==> config.mk <==
export PLATFORM = sky130hd
export DESIGN_NAME = mem_access_stage
export DESIGN_NICKNAME = d
export VERILOG_FILES = /design/src/rtl/mem_access_stage.sv
export SDC_FILE = /design/constraint.sdc
export NUM_CORES = 1
export LEC_CHECK = 0
export CAP_MARGIN = 10
export CELL_PAD_IN_SITES_DETAIL_PLACEMENT = 1
export CELL_PAD_IN_SITES_GLOBAL_PLACEMENT = 1
export CORE_ASPECT_RATIO = 1.75
export CORE_MARGIN = 2
export CORE_UTILIZATION = 29
export CTS_BUF_LIST = sky130_fd_sc_hd__clkbuf_4 sky130_fd_sc_hd__clkbuf_8
export CTS_CLUSTER_DIAMETER = 120
export DETAILED_ROUTE_END_ITERATION = 8
export GPL_ROUTABILITY_DRIVEN = 0
export GPL_TIMING_DRIVEN = 0
export PLACE_DENSITY = 0.89
export SLEW_MARGIN = 40
export SYNTH_ARGS = -nofsm -noshare
export SYNTH_HDL_FRONTEND = slang
export SYNTH_SLANG_ARGS = --single-unit
export TNS_END_PERCENT = 100
==> constraint.sdc <==
create_clock -name clk -period 6.7 [get_ports clk]
set_clock_uncertainty 0.1 [all_clocks]
set_input_delay 1.675 -clock clk [delete_from_list [all_inputs] [get_ports clk]]
set_output_delay 1.675 -clock clk [all_outputs]
set_load 0.01 [all_outputs]
==> src/rtl/mem_access_stage.sv <==
// mem_access_stage
//   MIPS memory-access stage followed by the MEM/WB pipeline register.
//   Drives a req/ack data-memory port with byte/halfword/word sizing,
//   stalls the upstream pipeline until the memory acknowledges (bounded
//   by TIMEOUT), aligns/extends load data and registers results for WB.
//
//   State table:
//     state | meaning
//     IDLE  | no request outstanding; a new aligned memop is issued here
//     WAIT  | request issued, waiting for dmem_ack; cnt = unacked cycles
//
// Ports:
//   clk, reset                 pipeline clock, async active-high reset
//   RegWriteM..WriteRegM       EX/MEM register outputs
//   dmem_*                     data-memory request/ack port (big-endian lanes)
//   StallM                     freezes PC/IF/ID/EX/EX-MEM registers
//   RegWriteW..BusErrW         MEM/WB register outputs
module mem_access_stage #(
    parameter int TIMEOUT = 16,
    parameter int CNT_W   = 5
) (
    input  logic        clk,
    input  logic        reset,
    input  logic        RegWriteM,
    input  logic        MemtoRegM,
    input  logic        MemWriteM,
    input  logic [1:0]  MemSizeM,
    input  logic        MemSignedM,
    input  logic [31:0] ALUOutM,
    input  logic [31:0] WriteDataM,
    input  logic [4:0]  WriteRegM,
    output logic        dmem_req,
    output logic        dmem_we,
    output logic [31:0] dmem_addr,
    output logic [31:0] dmem_wdata,
    output logic [3:0]  dmem_be,
    input  logic [31:0] dmem_rdata,
    input  logic        dmem_ack,
    output logic        StallM,
    output logic        RegWriteW,
    output logic        MemtoRegW,
    output logic [31:0] ReadDataW,
    output logic [31:0] ALUOutW,
    output logic [4:0]  WriteRegW,
    output logic        AlignErrW,
    output logic        BusErrW
);

    typedef enum logic {IDLE, WAIT} state_t;

    state_t             state, stateNext;
    logic [CNT_W-1:0]   cnt, cntNext;
    logic               memOp, isAligned, misAlign, abort;
    logic [1:0]         byteOff;
    logic [7:0]         byteSel;
    logic [15:0]        halfSel;
    logic [31:0]        loadData;

    always_comb begin
        memOp    = MemtoRegM | MemWriteM;
        byteOff  = ALUOutM[1:0];
        case (MemSizeM)
            2'b01:   isAligned = ~ALUOutM[0];
            2'b10:   isAligned = 1'b1;
            default: isAligned = (ALUOutM[1:0] == 2'b00);
        endcase
        misAlign = memOp & ~isAligned;
    end

    always_ff @(posedge clk or posedge reset) begin
        if (reset) begin
            state <= IDLE;
            cnt   <= '0;
        end else begin
            state <= stateNext;
            cnt   <= cntNext;
        end
    end

    // Request/stall are gated by reset so nothing is presented to memory
    // while reset is held, even with a memop sitting on the M inputs.
    always_comb begin
        stateNext = state;
        cntNext   = cnt;
        dmem_req  = 1'b0;
        StallM    = 1'b0;
        abort     = 1'b0;
        if (!reset) begin
            case (state)
                IDLE: begin
                    if (memOp && isAligned) begin
                        dmem_req = 1'b1;
                        if (!dmem_ack) begin
                            stateNext = WAIT;
                            cntNext   = CNT_W'(1);
                            StallM    = 1'b1;
                        end
                    end
                end
                WAIT: begin
                    if (dmem_ack) begin
                        dmem_req  = 1'b1;
                        stateNext = IDLE;
                        cntNext   = '0;
                    end else if (cnt == CNT_W'(TIMEOUT)) begin
                        // Give up: drop the request and let the pipeline advance.
                        abort     = 1'b1;
                        stateNext = IDLE;
                        cntNext   = '0;
                    end else begin
                        dmem_req  = 1'b1;
                        StallM    = 1'b1;
                        cntNext   = cnt + CNT_W'(1);
                    end
                end
                default: begin
                    stateNext = IDLE;
                    cntNext   = '0;
                end
            endcase
        end
    end

    // Store lane steering; loads take priority when both flags are set.
    always_comb begin
        dmem_we   = MemWriteM & ~MemtoRegM;
        dmem_addr = {ALUOutM[31:2], 2'b00};
        case (MemSizeM)
            2'b10: begin
                dmem_wdata = {4{WriteDataM[7:0]}};
                dmem_be    = 4'b1000 >> byteOff;
            end
            2'b01: begin
                dmem_wdata = {2{WriteDataM[15:0]}};
                dmem_be    = byteOff[1] ? 4'b0011 : 4'b1100;
            end
            default: begin
                dmem_wdata = WriteDataM;
                dmem_be    = 4'b1111;
            end
        endcase
    end

    // Big-endian extraction: byte offset 0 is the most significant lane.
    always_comb begin
        case (byteOff)
            2'd0:    byteSel = dmem_rdata[31:24];
            2'd1:    byteSel = dmem_rdata[23:16];
            2'd2:    byteSel = dmem_rdata[15:8];
            default: byteSel = dmem_rdata[7:0];
        endcase
        halfSel = byteOff[1] ? dmem_rdata[15:0] : dmem_rdata[31:16];
        case (MemSizeM)
            2'b10:   loadData = {{24{MemSignedM & byteSel[7]}}, byteSel};
            2'b01:   loadData = {{16{MemSignedM & halfSel[15]}}, halfSel};
            default: loadData = dmem_rdata;
        endcase
    end

    always_ff @(posedge clk or posedge reset) begin
        if (reset) begin
            RegWriteW <= 1'b0;
            MemtoRegW <= 1'b0;
            ReadDataW <= '0;
            ALUOutW   <= '0;
            WriteRegW <= '0;
            AlignErrW <= 1'b0;
            BusErrW   <= 1'b0;
        end else if (StallM) begin
            // Bubble into WB; data fields simply hold.
            RegWriteW <= 1'b0;
            MemtoRegW <= 1'b0;
            AlignErrW <= 1'b0;
            BusErrW   <= 1'b0;
        end else begin
            RegWriteW <= RegWriteM & ~misAlign & ~abort;
            MemtoRegW <= MemtoRegM & ~misAlign & ~abort;
            AlignErrW <= misAlign;
            BusErrW   <= abort;
            ALUOutW   <= ALUOutM;
            WriteRegW <= WriteRegM;
            ReadDataW <= (MemtoRegM && dmem_req && dmem_ack) ? loadData : 32'd0;
        end
    end

endmodule

==> results.yml, run 1 <==
hold_path:
  min_path_type: "flop to flop"
logic_synthesis:
  synthesis.area_um2: 4650
  synth_cell_types: 56
  synthMuxAreaShare_pct: 12.7
  synth_top_family_by_area: "compound AO/OA/AOI/OAI gates"
  yosysSeqAreaShare_pct: 42.5
  synth_xor_area_share_pct: 0
  synth_compound_area_share_pct: 23.7
  yosys.area_share.simple_pct: 8.13
  synthArstFlopShare_pct: 100
  synth.yosys.warnings: 0
  synth_edf_count: 0
  synth_area_leaders: "dfrtp_1, buf_4, mux2_4"
  synth_ff_type: "dfrtp_1"
  synthCells: 440
  synth_fa_ha_area_share_pct: 1.08
  synth_top_area_cell: "dfrtp_1"
  synth_top_cell_area_share_pct: 42.5
  synth.avg_cell_area_um2: 10.6
  ys_seq_elements: 79
clock_tree:
  worstSkewPairLatency_ps: 360
  h-tree-depth: 3
  cts_sinks: 79
  path_clk_slew_ps: 120
  post_cts.repair.setup_buffers: 0
  numCtsBuffers: 9
  cts_tree: "done"
  clk_path_buf_depth: 2
  root_buffer: "clkbuf_8"
floorplanning:
  die_area_um2: 17100
  die_y_um: 171
  io_pins: 254
  core_region_area_um2: 15800
  die_w_um: 99.7
  rows: 61
  start_util_pct: 29.4
layout:
  layout.nets: 816
  fillers: 1749
  fin_util_pct: 48.2
  postLayoutCellArea_um2: 7620
  syn_to_final_growth_pct: 63.9
  drive_gt1_share_pct: 18.0
  diodes: 0
run:
  maxCapViolations: 0
route:
  drc: 0
  wire_per_inst_um: 20.1
  vias: 4666
  routed_via_density: 5.21
  first_pass_iters: 5
  wirelength_um: 18000
  dr.first_iter.drc_count: 159
  ant_nets: 0
worst_setup_path:
  worstPathRequired_ps: 4930
  arrival_ps: 4630
  critPathKind: "input pin to output port"
  critPathMaxFanout: 10
  end_kind: "output port"
  worstSetupStartpointType: "input pin"
grt:
  antenna_found_initial: 0
  grt_pass1_wl_um: 28100
  overflow: 0
  grt_use_total_pct: 21.0
  grt_max_degree: 54
  grt_pass1_vias: 5155
timing:
  hold_viol_final: 0
  min_period_ps: 6400
  setup_viol: 0
  setup_ws_ps: 300
  tightest_slew_ps: 617
  relSlewSlack_pct: 58.6
  maxSlewViolCount: 0
  finalCritPeriodShare_pct: 95.5
  fmax_ghz: 0.156
  rsz0062_at_grt: "false"
place:
  pre_cts_slack_ps: 157
  dpl_cell_area_um2: 7410
  io_buffers: 249
  place_hpwl_um: 14700
pwr:
  p_per_area_nw_per_um2: 178
  vdd_drop_max_mv: 0.104
  p_leak_nw: 3.27
outcome:
  status: "finished, final reports clean"
repair_timing:
action / in CTS / in global routing
hold buffers: 0 / 0
gates resized for setup: 0 / 2
endpoints found under the setup margin: 0 / 5
cell usage in the layout, fill, tap and decap left out, types with 3 or more instances in the layout:
| cell | Yosys | routed |
|---|---|---|
| nor3_1 | 3 | 3 |
| nand2_1 | 57 | 57 |
| buf_2 | 9 | 9 |
| mux2i_1 | 7 | 7 |
| nor2_1 | 4 | 4 |
| nor2b_1 | 3 | 3 |
| a222oi_1 | 6 | 6 |
| mux2_4 | 19 | 19 |
| buf_6 | 5 | 5 |
| a22o_1 | 16 | 16 |
| clkbuf_1 | 16 | 15 |
| clkdlybuf4s50_1 | 0 | 249 |
| o32ai_1 | 6 | 6 |
| nand2b_1 | 6 | 6 |
| inv_6 | 0 | 4 |
| buf_4 | 41 | 41 |
| a32o_1 | 19 | 19 |
| ha_1 | 4 | 4 |
| o2bb2ai_1 | 13 | 13 |
| inv_1 | 18 | 17 |
| a2111oi_0 | 3 | 3 |
| mux2_2 | 19 | 19 |
| dfrtp_1 | 79 | 79 |
| clkbuf_8 | 0 | 9 |
| o21ai_0 | 33 | 33 |
| a22oi_1 | 16 | 16 |
power by group:
part           total [mW]  switching, mW  internal, mW
clock               0.366          0.216         0.150
combinational       0.460          0.212         0.248
sequential          0.531         0.0225         0.508
area by class of cell:
class	count	area (um2)	share of cell area, %
Multi-Input combinational cell	271	2130	28.0
Clock buffer	9	124	1.63
Clock inverter	7	81.3	1.07
Inverter	20	80.1	1.05
Buffer	71	470	6.18
Sequential cell	79	1980	25.9
Timing Repair Buffer	250	2520	33.1
Tap cell	189	236	3.10
final timing paths:
path                          startpoint  depth (start not counted)  slack [ps]              to
max                          MemSizeM[0]                          9         300  dmem_wdata[31]
min                        ReadDataW[16]                          1         400   ReadDataW[16]
max reg2reg                       cnt[0]                          8        4380    ReadDataW[5]
min reg2reg                ReadDataW[16]                          1         400   ReadDataW[16]
max in group asynchronous          reset                          3        4540     ALUOutW[29]
min in group asynchronous          reset                          2        1380     ALUOutW[14]
critical path, cell delays in order:
cell and delay [ps]:
clkdlybuf4s50_1 490, inv_1 50, ha_1 420, clkbuf_1 420, clkbuf_2 340, clkbuf_1 420, nand2_1 100, o21ai_0 100
clkdlybuf4s50_1 590
kinds of logic (layout without fill, tap and decap cells):
kind of cell,after synthesis,count (layout)
AOI/OAI and AO/OA,136,136
adders and majority gates,4,4
buffers and inverters,91,357
DFF,79,79
muxes,46,46
other,1,2
and+or+nand+nor,83,83
routing by layer:
layer	routed length, um	vias to the layer above	track usage [%]	part of all wire, %
met2	10100	218	40.5	56
met5	0	-	0	0
met4	627	0	8.16	3.5
li1	-	2099	-	-
met1	6360	2301	21.9	35
met3	976	48	3.94	5.4
metrics by stage:
stage / hold slack (ps) / power [mW] / std cells / TNS, ps
2_1_floorplan: 413 / 0.748 / 441 / 0
4_1_cts: 407 / 1.37 / 896 / 0
6_report: 404 / 1.36 / 896 / 0
5_1_grt: 422 / 1.43 / 896 / 0
3_3_place_gp: 379 / 0.972 / 879 / -436
3_5_place_dp: 373 / 1.00 / 880 / 0
synth_stat cells (2+ instances only):
cell type and n:
ha_1 4, buf_6 5, a32o_1 19, o221ai_1 2, mux2_2 19, a211oi_1 2, buf_4 41, o32ai_1 6
a222oi_1 6, nand2b_1 6, o2bb2ai_1 13, nor3_1 3, mux2_4 19, a21o_1 2, mux2i_1 7, dfrtp_1 79
a22oi_1 16, nand2_1 57, buf_2 9, nor2_1 4, a22o_1 16, clkbuf_1 16, nor2b_1 3, o21ai_0 33
a2111oi_0 3, inv_1 18, a21oi_1 2, and3_1 2
state kept, by name, summed over array words and instances, names as in the netlist, 5 cells and up:
signal,cells
ALUOutW,32
ReadDataW,32
WriteRegW,5
cnt,5
Power figures use the tool's default switching activity.
==> run 2: changes to the inputs <==
==> constraint.sdc (replaced) <==
create_clock -name clk -period 6.4 [get_ports clk]
set_clock_uncertainty 0.1 [all_clocks]
set_input_delay 1.6 -clock clk [delete_from_list [all_inputs] [get_ports clk]]
set_output_delay 1.6 -clock clk [all_outputs]
set_load 0.01 [all_outputs]
==> results.yml, run 2 (synthesis results as in run 1) <==
route:
  wire_per_inst_um: 20.1
  ant_nets: 0
  routed_via_density: 5.20
  dr.first_iter.drc_count: 159
  first_pass_iters: 4
  vias: 4662
  wirelength_um: 18000
  drc: 0
pwr:
  p_per_area_nw_per_um2: 186
  p_total_mw: 1.42
  vdd_drop_max_mv: 0.109
  p_leak_nw: 3.28
timing:
  fmax_ghz: 0.164
  final.setup.tns_ps: 0
  setup_ws_ps: 318
  maxSlewViolCount: 0
  relSlewSlack_pct: 58.4
  rsz0062_at_grt: "false"
  finalCritPeriodShare_pct: 95.0
  min_period_ps: 6080
  setup_viol: 0
  hold_viol_final: 0
  tightest_slew_ps: 620
clock_tree:
  cts_sinks: 79
  post_cts_resize_count: 1
  root_buffer: "clkbuf_8"
  worstSkewPairLatency_ps: 360
  numCtsBuffers: 9
  post_cts.repair.setup_buffers: 0
  path_clk_slew_ps: 120
  h-tree-depth: 3
  cts_hold_buf: 0
  clk_path_buf_depth: 2
  cts_tree: "done"
layout:
  final_common_cell: "clkdlybuf4s50_1"
  fillers: 1749
  fin_util_pct: 48.2
  drive_gt1_share_pct: 18.1
  layout.nets: 816
  syn_to_final_growth_pct: 64.0
  postLayoutCellArea_um2: 7620
  diodes: 0
  layout_common_cells: "clkdlybuf4s50_1, dfrtp_1, nand2_1"
  top_regs: "ALUOutW: 32 flops, ReadDataW: 32 flops"
worst_setup_path:
  cp_slowest_cell: "clkdlybuf4s50_1"
  path_cells: "clkdlybuf4s50_1, inv_1, ha_1, clkbuf_1, clkbuf_2, clkbuf_2, nand2_1, o21ai_0, clkdlybuf4s50_1"
  cp_top_family: "buffers and inverters"
  end_kind: "output port"
  arrival_ps: 4380
  worstSetupStartpointType: "input pin"
  critPathMaxFanout: 10
  critPathBufInv: 6
  critPathMaxStageDelay_ps: 590
  critPathKind: "input pin to output port"
  worstPathRequired_ps: 4700
floorplanning:
  io_pins: 254
  die_w_um: 99.7
  die_y_um: 171
  core_region_area_um2: 15800
  rows: 61
  start_util_pct: 29.4
  die_area_um2: 17100
place:
  dpl_cell_area_um2: 7410
  io_buffers: 249
  pre_cts_slack_ps: 6.77
  place_hpwl_um: 14700
grt:
  grt_pass1_vias: 5155
  overflow: 0
  grt_max_degree: 54
  antenna_found_initial: 0
  grt_pass1_wl_um: 28100
  grt_use_total_pct: 21.0
hold_path:
  min_path_type: "flop to flop"
outcome:
  status: "finished, final reports clean"
run:
  maxCapViolations: 0
## run 2: cell types whose count changed in the layout (fill, tap and decap cells not counted)
cell and delta:
clkbuf_1 -1, clkbuf_2 +1
## run 2: final cells by class
type                            instances  area (um2)  share of cell area [%]
Buffer                                 71         472                    6.19
Clock buffer                            9         124                    1.63
Clock inverter                          7        81.3                    1.07
Inverter                               20        80.1                    1.05
Multi-Input combinational cell        271        2130                    27.9
Sequential cell                        79        1980                    25.9
Tap cell                              189         236                    3.10
Timing Repair Buffer                  250        2520                    33.1
## run 2: worst paths after layout
path	end	start	cells past startpoint	slack, ps
worst max-delay path	dmem_wdata[31]	MemSizeM[0]	9	320
worst min-delay path	ReadDataW[16]	ReadDataW[16]	1	400
worst max register to register	ReadDataW[5]	cnt[0]	8	4080
worst min register to register	ReadDataW[16]	ReadDataW[16]	1	400
max in group asynchronous	ALUOutW[29]	reset	3	4320
min in group asynchronous	ALUOutW[14]	reset	2	1300
## run 2: through the flow
stage | hold WS (ps) | cells
floorplan | 413 | 441
global placement | 379 | 879
detailed placement | 373 | 880
CTS | 407 | 896
global route | 422 | 896
finish | 404 | 896
## run 2: power breakdown
| part | switching, mW | internal [mW] |
|---|---|---|
| Combinational | 0.223 | 0.260 |
| Clock | 0.226 | 0.157 |
| Sequential | 0.0236 | 0.532 |
| Total | 0.472 | 0.949 |
## run 2: worst register-to-register path, cell delays in order (launching register included)
cell and delay [ps]:
dfrtp_1 400, inv_1 120, ha_1 240, and4bb_2 270
a21boi_1 190, o21ai_2 120, inv_2 160, clkbuf_1 460
o2bb2ai_1 190
## run 2: metal layers
metal / wire, um / track usage (%)
met3: 948 / 3.94
met4: 619 / 8.16
met1: 6410 / 21.9
met2: 10100 / 40.5
met5: 0 / 0
